File: config.mk
export PLATFORM = sky130hd
export DESIGN_NAME = wb_lfsr_initiator_flat
export DESIGN_NICKNAME = d
export VERILOG_FILES = /design/src/rtl/wb_lfsr_initiator_pkg.sv /design/src/rtl/wb_lfsr_initiator_if.sv /design/src/rtl/wb_lfsr_initiator_ack_timer.sv /design/src/rtl/wb_lfsr_initiator.sv /design/src/flat_wrapper.sv
export SDC_FILE = /design/constraint.sdc
export NUM_CORES = 1
export LEC_CHECK = 0
export CORE_MARGIN = 4
export CORE_UTILIZATION = 45
export DETAILED_ROUTE_END_ITERATION = 10
export GPL_ROUTABILITY_DRIVEN = 0
export PLACE_DENSITY = 0.7
export SLEW_MARGIN = 20
export SYNTH_ARGS = -nofsm -noshare
export SYNTH_HDL_FRONTEND = slang
export SYNTH_SLANG_ARGS = --single-unit
File: constraint.sdc
create_clock -name i_clk -period 8 [get_ports i_clk]
set_input_delay 1.2 -clock i_clk [delete_from_list [all_inputs] [get_ports i_clk]]
set_output_delay 1.2 -clock i_clk [all_outputs]
set_load 0.02 [all_outputs]
File: src/rtl/wb_lfsr_initiator_pkg.sv
// rtl/wb_lfsr_initiator_pkg.sv - shared types and constants for the LFSR responder initiator
// Contents: FSM state enum, default bus widths, responder register map.
package wb_lfsr_initiator_pkg;

  localparam int ADDR_W_DEF = 3;
  localparam int DATA_W_DEF = 8;

  // Register map of the LFSR responder; shared with the responder RTL.
  localparam logic [2:0] REG_SEED = 3'd0;
  localparam logic [2:0] REG_TAPS = 3'd1;
  localparam logic [2:0] REG_CTRL = 3'd2;
  localparam logic [2:0] REG_BIT  = 3'd3;

  typedef enum logic [1:0] {
    ST_IDLE,
    ST_REQ,
    ST_WAIT,
    ST_RESP
  } state_e;

endpackage

File: src/rtl/wb_lfsr_initiator_if.sv
// rtl/wb_lfsr_initiator_if.sv - command/response and Wishbone pins of the initiator
// master : initiator view (cmd/rsp handshake in, Wishbone pipelined bus out)
// slave  : sequencer + responder view (drives commands, rsp_ready, stall/ack/data)
interface wb_lfsr_initiator_if
  import wb_lfsr_initiator_pkg::*;
#(
  parameter int ADDR_W = ADDR_W_DEF,
  parameter int DATA_W = DATA_W_DEF
);

  logic              i_cmd_valid;
  logic              o_cmd_ready;
  logic              i_cmd_we;
  logic [ADDR_W-1:0] i_cmd_addr;
  logic [DATA_W-1:0] i_cmd_data;
  logic              o_rsp_valid;
  logic              i_rsp_ready;
  logic [DATA_W-1:0] o_rsp_data;
  logic              o_rsp_err;
  logic              o_wb_cyc;
  logic              o_wb_stb;
  logic              o_wb_we;
  logic [ADDR_W-1:0] o_wb_addr;
  logic [DATA_W-1:0] o_wb_data;
  logic              i_wb_stall;
  logic              i_wb_data;
  logic              i_wb_ack;

  modport master (
    input  i_cmd_valid, i_cmd_we, i_cmd_addr, i_cmd_data, i_rsp_ready,
    input  i_wb_stall, i_wb_data, i_wb_ack,
    output o_cmd_ready, o_rsp_valid, o_rsp_data, o_rsp_err,
    output o_wb_cyc, o_wb_stb, o_wb_we, o_wb_addr, o_wb_data
  );

  modport slave (
    output i_cmd_valid, i_cmd_we, i_cmd_addr, i_cmd_data, i_rsp_ready,
    output i_wb_stall, i_wb_data, i_wb_ack,
    input  o_cmd_ready, o_rsp_valid, o_rsp_data, o_rsp_err,
    input  o_wb_cyc, o_wb_stb, o_wb_we, o_wb_addr, o_wb_data
  );

endinterface

File: src/rtl/wb_lfsr_initiator_ack_timer.sv
// rtl/wb_lfsr_initiator_ack_timer.sv - saturating no-progress timer for the bus cycle
// i_clk, i_reset : clock, synchronous active-high reset
// i_enable       : count this cycle (transaction in flight)
// i_clear        : progress seen this cycle, restart from zero
// o_expire       : this cycle is the TIMEOUT_CYCLES-th consecutive idle cycle
module wb_ack_timer #(
  parameter int TIMEOUT_CYCLES = 255
) (
  input  logic i_clk,
  input  logic i_reset,
  input  logic i_enable,
  input  logic i_clear,
  output logic o_expire
);

  localparam int TW = $clog2(TIMEOUT_CYCLES + 1);
  localparam logic [TW-1:0] T_MAX  = TW'(TIMEOUT_CYCLES);
  localparam logic [TW-1:0] T_LAST = TW'(TIMEOUT_CYCLES - 1);

  logic [TW-1:0] count_q, count_d;

  always_comb begin
    count_d = count_q;
    if (i_clear) begin
      count_d = '0;
    end else if (i_enable && count_q != T_MAX) begin
      count_d = count_q + TW'(1);
    end
  end

  always_ff @(posedge i_clk) begin
    if (i_reset) begin
      count_q <= '0;
    end else begin
      count_q <= count_d;
    end
  end

  // count_q holds the idle cycles already completed, so expiry fires during
  // the cycle that brings the count to TIMEOUT_CYCLES and the abort lands on
  // that same edge.
  assign o_expire = i_enable && !i_clear && (count_q >= T_LAST);

endmodule

File: src/rtl/wb_lfsr_initiator.sv
// rtl/wb_lfsr_initiator.sv - Wishbone pipelined initiator for the 1-bit LFSR responder
// i_clk, i_reset : clock, synchronous active-high reset
// bus (master)   : cmd_valid/ready + we/addr/data in; rsp_valid/ready + data/err out;
//                  wb cyc/stb/we/addr/data out; wb stall/data/ack in
// Writes issue one beat; reads issue READ_BITS beats and pack the bits LSB-first.
module wb_lfsr_initiator
  import wb_lfsr_initiator_pkg::*;
#(
  parameter int ADDR_W         = ADDR_W_DEF,
  parameter int DATA_W         = DATA_W_DEF,
  parameter int READ_BITS      = 8,
  parameter int TIMEOUT_CYCLES = 255
) (
  input  logic                 i_clk,
  input  logic                 i_reset,
  wb_lfsr_initiator_if.master  bus
);

  localparam int CNT_W = $clog2(READ_BITS + 1);

  state_e            state_q, state_d;
  logic              cyc_q, cyc_d, stb_q, stb_d, we_q, we_d;
  logic [ADDR_W-1:0] addr_q, addr_d;
  logic [DATA_W-1:0] data_q, data_d, shreg_q, shreg_d;
  logic [CNT_W-1:0]  beats_q, beats_d, issued_q, issued_d, acked_q, acked_d;
  logic              rsp_valid_q, rsp_valid_d, rsp_err_q, rsp_err_d;
  logic [DATA_W-1:0] rsp_data_q, rsp_data_d;

  logic              beat_issue, ack_take, timer_en, timer_clr, timer_expire;
  logic [CNT_W-1:0]  issued_nx, acked_nx;
  logic [DATA_W-1:0] shreg_nx;

  wb_ack_timer #(.TIMEOUT_CYCLES(TIMEOUT_CYCLES)) u_timer (
    .i_clk    (i_clk),
    .i_reset  (i_reset),
    .i_enable (timer_en),
    .i_clear  (timer_clr),
    .o_expire (timer_expire)
  );

  always_comb begin
    state_d     = state_q;
    cyc_d       = cyc_q;
    stb_d       = stb_q;
    we_d        = we_q;
    addr_d      = addr_q;
    data_d      = data_q;
    beats_d     = beats_q;
    rsp_valid_d = rsp_valid_q;
    rsp_err_d   = rsp_err_q;
    rsp_data_d  = rsp_data_q;
    timer_en    = 1'b0;
    timer_clr   = 1'b0;

    // stb is only ever high in REQ, so these need no state qualifier.
    beat_issue = stb_q && !bus.i_wb_stall;
    issued_nx  = issued_q + CNT_W'(beat_issue);
    // Gating with issued_nx keeps acked <= issued even for stray acks, while
    // still accepting the same-cycle ack of a zero-wait responder.
    ack_take   = cyc_q && bus.i_wb_ack && (acked_q < issued_nx);
    acked_nx   = acked_q + CNT_W'(ack_take);
    shreg_nx   = shreg_q;
    for (int i = 0; i < DATA_W; i++) begin
      if (ack_take && !we_q && acked_q == CNT_W'(i)) begin
        shreg_nx[i] = bus.i_wb_data;
      end
    end
    issued_d = issued_nx;
    acked_d  = acked_nx;
    shreg_d  = shreg_nx;

    unique case (state_q)
      ST_IDLE: begin
        timer_clr = 1'b1;
        if (bus.i_cmd_valid) begin
          we_d     = bus.i_cmd_we;
          addr_d   = bus.i_cmd_addr;
          data_d   = bus.i_cmd_data;
          beats_d  = bus.i_cmd_we ? CNT_W'(1) : CNT_W'(READ_BITS);
          issued_d = '0;
          acked_d  = '0;
          shreg_d  = '0;
          cyc_d    = 1'b1;
          stb_d    = 1'b1;
          state_d  = ST_REQ;
        end
      end
      ST_REQ, ST_WAIT: begin
        timer_en  = 1'b1;
        timer_clr = beat_issue || ack_take;
        if (state_q == ST_REQ && issued_nx == beats_q) begin
          stb_d   = 1'b0;
          state_d = ST_WAIT;
        end
        if (issued_nx == beats_q && acked_nx == beats_q) begin
          cyc_d       = 1'b0;
          stb_d       = 1'b0;
          rsp_valid_d = 1'b1;
          rsp_err_d   = 1'b0;
          rsp_data_d  = we_q ? '0 : shreg_nx;
          state_d     = ST_RESP;
        end else if (timer_expire) begin
          cyc_d       = 1'b0;
          stb_d       = 1'b0;
          rsp_valid_d = 1'b1;
          rsp_err_d   = 1'b1;
          rsp_data_d  = shreg_nx;
          state_d     = ST_RESP;
        end
      end
      ST_RESP: begin
        if (bus.i_rsp_ready) begin
          rsp_valid_d = 1'b0;
          rsp_err_d   = 1'b0;
          rsp_data_d  = '0;
          state_d     = ST_IDLE;
        end
      end
      default: state_d = ST_IDLE;
    endcase
  end

  always_ff @(posedge i_clk) begin
    if (i_reset) begin
      state_q     <= ST_IDLE;
      cyc_q       <= 1'b0;
      stb_q       <= 1'b0;
      we_q        <= 1'b0;
      addr_q      <= '0;
      data_q      <= '0;
      beats_q     <= '0;
      issued_q    <= '0;
      acked_q     <= '0;
      shreg_q     <= '0;
      rsp_valid_q <= 1'b0;
      rsp_err_q   <= 1'b0;
      rsp_data_q  <= '0;
    end else begin
      state_q     <= state_d;
      cyc_q       <= cyc_d;
      stb_q       <= stb_d;
      we_q        <= we_d;
      addr_q      <= addr_d;
      data_q      <= data_d;
      beats_q     <= beats_d;
      issued_q    <= issued_d;
      acked_q     <= acked_d;
      shreg_q     <= shreg_d;
      rsp_valid_q <= rsp_valid_d;
      rsp_err_q   <= rsp_err_d;
      rsp_data_q  <= rsp_data_d;
    end
  end

  assign bus.o_cmd_ready = (state_q == ST_IDLE);
  assign bus.o_rsp_valid = rsp_valid_q;
  assign bus.o_rsp_data  = rsp_data_q;
  assign bus.o_rsp_err   = rsp_err_q;
  assign bus.o_wb_cyc    = cyc_q;
  assign bus.o_wb_stb    = stb_q;
  assign bus.o_wb_we     = we_q;
  assign bus.o_wb_addr   = addr_q;
  assign bus.o_wb_data   = data_q;

endmodule

File: src/flat_wrapper.sv
// flat-port wrapper written by rule: the top's interface ports become plain ports
module wb_lfsr_initiator_flat import wb_lfsr_initiator_pkg::*;
#(
  parameter int ADDR_W         = ADDR_W_DEF,
  parameter int DATA_W         = DATA_W_DEF,
  parameter int READ_BITS      = 8,
  parameter int TIMEOUT_CYCLES = 255
)
  (i_clk, i_reset, bus_i_cmd_valid, bus_i_cmd_we, bus_i_cmd_addr, bus_i_cmd_data, bus_i_rsp_ready, bus_i_wb_stall, bus_i_wb_data, bus_i_wb_ack, bus_o_cmd_ready, bus_o_rsp_valid, bus_o_rsp_data, bus_o_rsp_err, bus_o_wb_cyc, bus_o_wb_stb, bus_o_wb_we, bus_o_wb_addr, bus_o_wb_data);
  wb_lfsr_initiator_if #(.ADDR_W(ADDR_W), .DATA_W(DATA_W)) bus_i ();
  input  logic i_clk;
  input  logic i_reset;
  input wire logic [$bits(bus_i.i_cmd_valid)-1:0] bus_i_cmd_valid;
  input wire logic [$bits(bus_i.i_cmd_we)-1:0] bus_i_cmd_we;
  input wire logic [$bits(bus_i.i_cmd_addr)-1:0] bus_i_cmd_addr;
  input wire logic [$bits(bus_i.i_cmd_data)-1:0] bus_i_cmd_data;
  input wire logic [$bits(bus_i.i_rsp_ready)-1:0] bus_i_rsp_ready;
  input wire logic [$bits(bus_i.i_wb_stall)-1:0] bus_i_wb_stall;
  input wire logic [$bits(bus_i.i_wb_data)-1:0] bus_i_wb_data;
  input wire logic [$bits(bus_i.i_wb_ack)-1:0] bus_i_wb_ack;
  output wire logic [$bits(bus_i.o_cmd_ready)-1:0] bus_o_cmd_ready;
  output wire logic [$bits(bus_i.o_rsp_valid)-1:0] bus_o_rsp_valid;
  output wire logic [$bits(bus_i.o_rsp_data)-1:0] bus_o_rsp_data;
  output wire logic [$bits(bus_i.o_rsp_err)-1:0] bus_o_rsp_err;
  output wire logic [$bits(bus_i.o_wb_cyc)-1:0] bus_o_wb_cyc;
  output wire logic [$bits(bus_i.o_wb_stb)-1:0] bus_o_wb_stb;
  output wire logic [$bits(bus_i.o_wb_we)-1:0] bus_o_wb_we;
  output wire logic [$bits(bus_i.o_wb_addr)-1:0] bus_o_wb_addr;
  output wire logic [$bits(bus_i.o_wb_data)-1:0] bus_o_wb_data;
  assign bus_i.i_cmd_valid = bus_i_cmd_valid;
  assign bus_i.i_cmd_we = bus_i_cmd_we;
  assign bus_i.i_cmd_addr = bus_i_cmd_addr;
  assign bus_i.i_cmd_data = bus_i_cmd_data;
  assign bus_i.i_rsp_ready = bus_i_rsp_ready;
  assign bus_i.i_wb_stall = bus_i_wb_stall;
  assign bus_i.i_wb_data = bus_i_wb_data;
  assign bus_i.i_wb_ack = bus_i_wb_ack;
  assign bus_o_cmd_ready = bus_i.o_cmd_ready;
  assign bus_o_rsp_valid = bus_i.o_rsp_valid;
  assign bus_o_rsp_data = bus_i.o_rsp_data;
  assign bus_o_rsp_err = bus_i.o_rsp_err;
  assign bus_o_wb_cyc = bus_i.o_wb_cyc;
  assign bus_o_wb_stb = bus_i.o_wb_stb;
  assign bus_o_wb_we = bus_i.o_wb_we;
  assign bus_o_wb_addr = bus_i.o_wb_addr;
  assign bus_o_wb_data = bus_i.o_wb_data;
  wb_lfsr_initiator #(.ADDR_W(ADDR_W), .DATA_W(DATA_W), .READ_BITS(READ_BITS), .TIMEOUT_CYCLES(TIMEOUT_CYCLES)) u_core (.i_clk(i_clk), .i_reset(i_reset), .bus(bus_i));
endmodule
# Yosys cells after proc, flatten, opt, wreduce, memory -nomap -nowiden
# Index checks and enable logic that the tools add are counted.
[totals]
inputBits = 19
wordCells = 110
register_bits = 54
[classes]
eq_ne = 17
n_mux = 42
magnitude_cmp = 2
add_sub_neg = 3
n_reduce_logical = 32
[op_table]
columns = ["operator", "count"]
rows = [
  ["8-bit two-way mux", 6],
  ["4-bit two-way mux", 5],
  ["1-bit two-way mux", 19],
  ["1-bit logical AND", 17],
  ["4-bit by 3-bit equality test with 1-bit output (second input constant)", 4],
  ["8-bit case mux with 2 select lines", 1],
  ["3-bit AND reduction", 4],
  ["2-bit two-way mux", 5],
  ["1-bit case mux with 2 select lines", 5],
  ["4-bit by 1-bit adder with 4-bit output", 2],
  ["8-bit by 1-bit adder with 8-bit output (second input constant)", 1],
  ["4-bit by 2-bit equality test with 1-bit output (second input constant)", 2],
  ["4-bit equality test", 2],
  ["8-bit >= comparator (second input constant)", 1],
  ["8-bit inequality test (second input constant)", 1],
  ["2-bit case mux with 3 select lines", 1],
  ["2-bit equality test (second input constant)", 2],
  ["4-bit by 1-bit equality test with 1-bit output (second input constant)", 1],
  ["4-bit zero test", 1],
  ["4-bit < comparator", 1],
  ["2-bit inequality test (second input constant)", 2],
  ["4-bit by 1-bit inequality test with 1-bit output (second input constant)", 1],
  ["2-bit nonzero test", 2],
  ["2-bit OR reduction", 2],
  ["other kinds (6)", 8],
]

# Longest topological paths before layout
[logic_depth]
depth_word = 13
depth_mapped = 18
depth_no_buf = 17

# Cells and area by module
# From an unflattened synthesis, not the netlist that was laid out.
[unflattened]
hier_cells = 279
area_unflattened_um2 = 2426.1
[modules_own_cells]
columns = ["module", "cells_per_inst", "n_inst", "seq_area_each_um2", "area_per_inst_um2"]
rows = [
  ["wb_lfsr_initiator", 226, 1, 860.8, 1974.4],
  ["wb_ack_timer", 53, 1, 160.2, 451.7],
]

# Least setup slack after synthesis
# No wires, ideal clock.
[synth_path]
kind = "in2reg"
startpoint = "in bus_i_wb_stall"
endpoint = "reg u_core.rsp_data_q[0] (netlist: u_core.bus.o_rsp_data[0])"
path_stages = 18
slack_ps = 3516
setup_ps = 135
arrival_ps = 4349
cell_sequence = "nand2b_4 > nor2_1 > ha_1 > inv_1 > maj3_1 > a211o_1 > a31oi_1 > nor2_1 > nor2_1 > ha_1 > nand3_1 > xnor2_1 > or4_4 > a211oi_4 > or2_4 > a221o_2 > buf_6 > o22ai_1"
[synth_between]
elab_chain_cells = 12
word_cells_on_any_way = 23
classes_between = "2 x add/sub; 1 x order compare; 3 x eq/ne; 6 x mux; 11 x reduce/logical"
[synth_lines]
columns = ["item", "line", "rtl"]
rows = [
  ["start, declared", "flat_wrapper.sv:18", "input wire logic [$bits(bus_i.i_wb_stall)-1:0] bus_i_wb_stall;"],
  ["1-bit zero test (*)", "wb_lfsr_initiator.sv:56", "beat_issue = stb_q && !bus.i_wb_stall;"],
  ["1-bit logical AND (*)", "wb_lfsr_initiator.sv:56", ""],
  ["parallel branches: the longest is 10 deep, another holds 4-bit by 1-bit adder with 4-bit output", "n/a", ""],
  ["end signal, assigned", "wb_lfsr_initiator.sv:151", "rsp_data_q <= rsp_data_d;"],
  ["end, declared", "wb_lfsr_initiator.sv:27", "logic [DATA_W-1:0] rsp_data_q, rsp_data_d;"],
]
# Every way passes the cells marked *. The select of a mux whose other input is x is not followed.
# A chain may end at the register's enable or synchronous reset.

# Final worst setup path
[layout_path]
startpoint = "in bus_i_wb_stall"
endpoint = "reg u_core.rsp_data_q[3] (netlist: u_core.bus.o_rsp_data[3])"
# Same word-level chain as after synthesis.

==> qor.txt <==
Run status = finished, final reports clean
Post-CTS Resized = 0
Fmax = 203 MHz
Remaining global-route overflow = 0
Clk root buf = clkbuf_8
DIE WIDTH = 81.5 um
Crit path top cell by count = nor2_1
Initial drt markers = 90
Pwr Total = 0.779 mW
Clock latency on the worst-skew pair = 0.30 ns
Setup repair bufs after CTS = 0
Cell Chain, Critical Path = clkdlybuf4s50_1, nand2b_4, nor2_1, ha_1, inv_1, maj3_1, a211o_1, a31oi_1, nor2_1, nor2_1, ha_1, nand3_1, xnor2_1, or4_4, a211oi_4, or2_4, a221o_2, o22ai_1
Slew margin rel. = 0.587
Yosys Warn Count = 0
DR WL/cell = 13.5 um
CTS tree = built
Clock tree sinks = 51
Met3 track demand over resource = 0.0603
Ys flop type = dfxtp_1
Top Ports = 44
Vias in the first global route = 1,939
Vias = 2,044
Largest net degree at the start of global routing = 20
Hold_sp = u_core.bus.o_wb_addr[1]
Hold Buf Count CTS = 0
PD cells = 260 nW/um2
Maxcap violations = 0
Synth-to-Final Area Change = 23.2%
Commonest non-fill, non-tap cell in the layout = dfxtp_1
Leading area contributor after synthesis = dfxtp_1
Via/cell ratio = 5.17
CP Class = in -> reg
Leakage Power = 1.09 nW
Proportion of synthesized chip area in sequential cells = 0.420
Fin crit share = 0.615
Place WS = 2.77 ns
Hold path endpoint = u_core.bus.o_wb_addr[1]
Placement Rows = 26
Hpwl dp = 4000 um
Top cell type's share of synthesized area = 0.420
Die Footprint = 6640 um2
Final Hold Fails = 0
R2R cell count = 17
WP data required = 8.18 ns
Pre-antenna DRT Iters = 4
Worst setup SP type = input port
CP max-delay cell = clkdlybuf4s50_1
First-pass GRT wire length = 9030 um
VDD IR max = 123 uV
Util after Layout = 0.579
Final setup violation count = 0
Commonest cells after routing, fill and taps aside = dfxtp_1 (51), clkdlybuf4s50_1 (43), nand2_1 (42)
Post-layout net count = 353
Post-Route WL = 5330 um
RSZ-0062 raised after global routing = no
Top Usage Layer GRT = met2
Starting Density = 0.470
Delay of the slowest critical-path stage = 0.45 ns
Die height = 81.5 um
Family with the most delay on the worst path = compound AO/OA/AOI/OAI gates
FFs w/ async S/R, synth = 0
Post-route setup TNS = 0 ns
H-tree depth = 2
Synthesized area = 2430 um2
Register bit count reported by yosys = 51
Hold WC Path Type = reg -> reg
Overall Global Routing Usage = 0.178
Antenna diode count = 0
M2 GR Usage = 0.286
Clock Skews = 0.00670 ns
Core footprint = 5170 um2
R2r endpoint = u_core.bus.o_rsp_data[3]
CTS max path bufs = 2
Fraction of layout cells with a size suffix above 1 = 0.0646
Post-route ant nets = 0
Post-route minimum period = 4.92 ns
WP buf/inv = 2
Max-slew violation count = 0
Setup crit end kind = register
Initial antenna violation count = 0
Worst-margin pin slew = 0.617 ns
Syn_nets = 312
Post-synth EDFFs = 0
Yosys cell types = 48
Hold depth = 2
Main area contributors after synthesis = dfxtp_1 (42%), nand2_1 (6.5%), nor2_1 (5.3%)
Cts bufs inserted = 5
Post-synthesis instance total = 283
Worst-path clk slew = 0.09 ns
Residual DRC = 0
Setup ws final = 3.08 ns
R2R setup slack = 4.11 ns
Worst r2r src = u_core.bus.o_wb_stb
M1 GR Usage = 0.222
CP arrival = 5.10 ns
Critical path fanouts, max = 9
Syn Area/Cell = 8.58 um2
Quantity of I/O buffers inserted on ports = 43
-- worst max path at each step --
stage / start / to / depth (start not counted)
CTS: bus_i_wb_stall / u_core.bus.o_rsp_data[3] / 18
global route: bus_i_wb_stall / u_core.bus.o_rsp_data[2] / 18
finish: bus_i_wb_stall / u_core.bus.o_rsp_data[3] / 18
global placement: bus_i_wb_stall / u_core.bus.o_rsp_err / 18
detailed placement: bus_i_wb_stall / u_core.bus.o_rsp_data[0] / 18
floorplan: bus_i_wb_stall / u_core.bus.o_rsp_data[0] / 18
-- through the flow --
step / instance area [um2] / instances / hold WS [ns]
after floorplan: 2430 / 283 / 0.458
after global placement: 2900 / 387 / 0.442
after CTS: 2990 / 395 / 0.461
after global routing: 2990 / 395 / 0.488
final: 2990 / 395 / 0.458
after detailed placement: 2900 / 387 / 0.449
-- worst min-delay path: cells and delay by family (launching register included) --
kind,cells,cell delay (ns)
flops,1,0.32
simple gates,1,0.05
compound gates,1,0.05
-- metal layers --
| metal | share of wire | wire length, um |
|---|---|---|
| met4 | 0.011 | 59 |
| met2 | 0.46 | 2440 |
| met5 | 0 | 0 |
| met1 | 0.47 | 2500 |
| met3 | 0.063 | 334 |
-- cell usage after synthesis, types with 2 or more instances --
master / count
o211ai_1: 3
nor2b_1: 5
or3_1: 2
or2_2: 2
nand3b_1: 2
clkbuf_1: 6
inv_1: 18
buf_4: 2
a21oi_1: 17
o21a_1: 2
and2_1: 6
nand2_1: 42
o22ai_1: 7
nor3_1: 5
a211o_1: 2
a31oi_1: 4
a311oi_1: 2
o21ai_0: 5
nand2b_1: 5
dfxtp_1: 51
xnor2_1: 9
nand3_1: 4
mux2i_1: 8
nor2_1: 34
a211oi_1: 2
ha_1: 10
nand4_1: 4
xor2_1: 4
-- area by class of cell --
cell class,count,area (um2)
fillers,472,2180
multi-input cells,204,1290
flip-flops and latches,51,1020
repair buffers,44,438
well taps,70,87.6
clock buffers,5,68.8
inverters,18,67.6
clock inverters,3,23.8
-- sequential cells by signal, indices dropped and copies added, names as in the netlist, 2 cells and up --
register,flops
u_core.beats_q,2
u_core.state_q,2
u_core.u_timer.count_q,8
u_core.acked_q,4
u_core.shreg_q,8
u_core.issued_q,4
u_core.bus.o_wb_addr,3
u_core.bus.o_rsp_data,8
u_core.bus.o_wb_data,8
-- cell families (layout without fill, tap and decap cells) --
family / count (synthesis) / in the layout / synth area share
flops: 51 / 51 / 0.420
compound gates: 56 / 56 / 0.171
fa+ha+maj: 11 / 11 / 0.0556
xor+xnor: 13 / 13 / 0.0469
mux: 8 / 8 / 0.0330
buf+inv: 28 / 70 / 0.0500
simple gates: 116 / 116 / 0.224
-- report_power, final --
group	switching, mW	internal (mW)
sequential	0.0270	0.284
combinational	0.187	0.133
clock	0.0852	0.0626
Power figures use the tool's default switching activity.
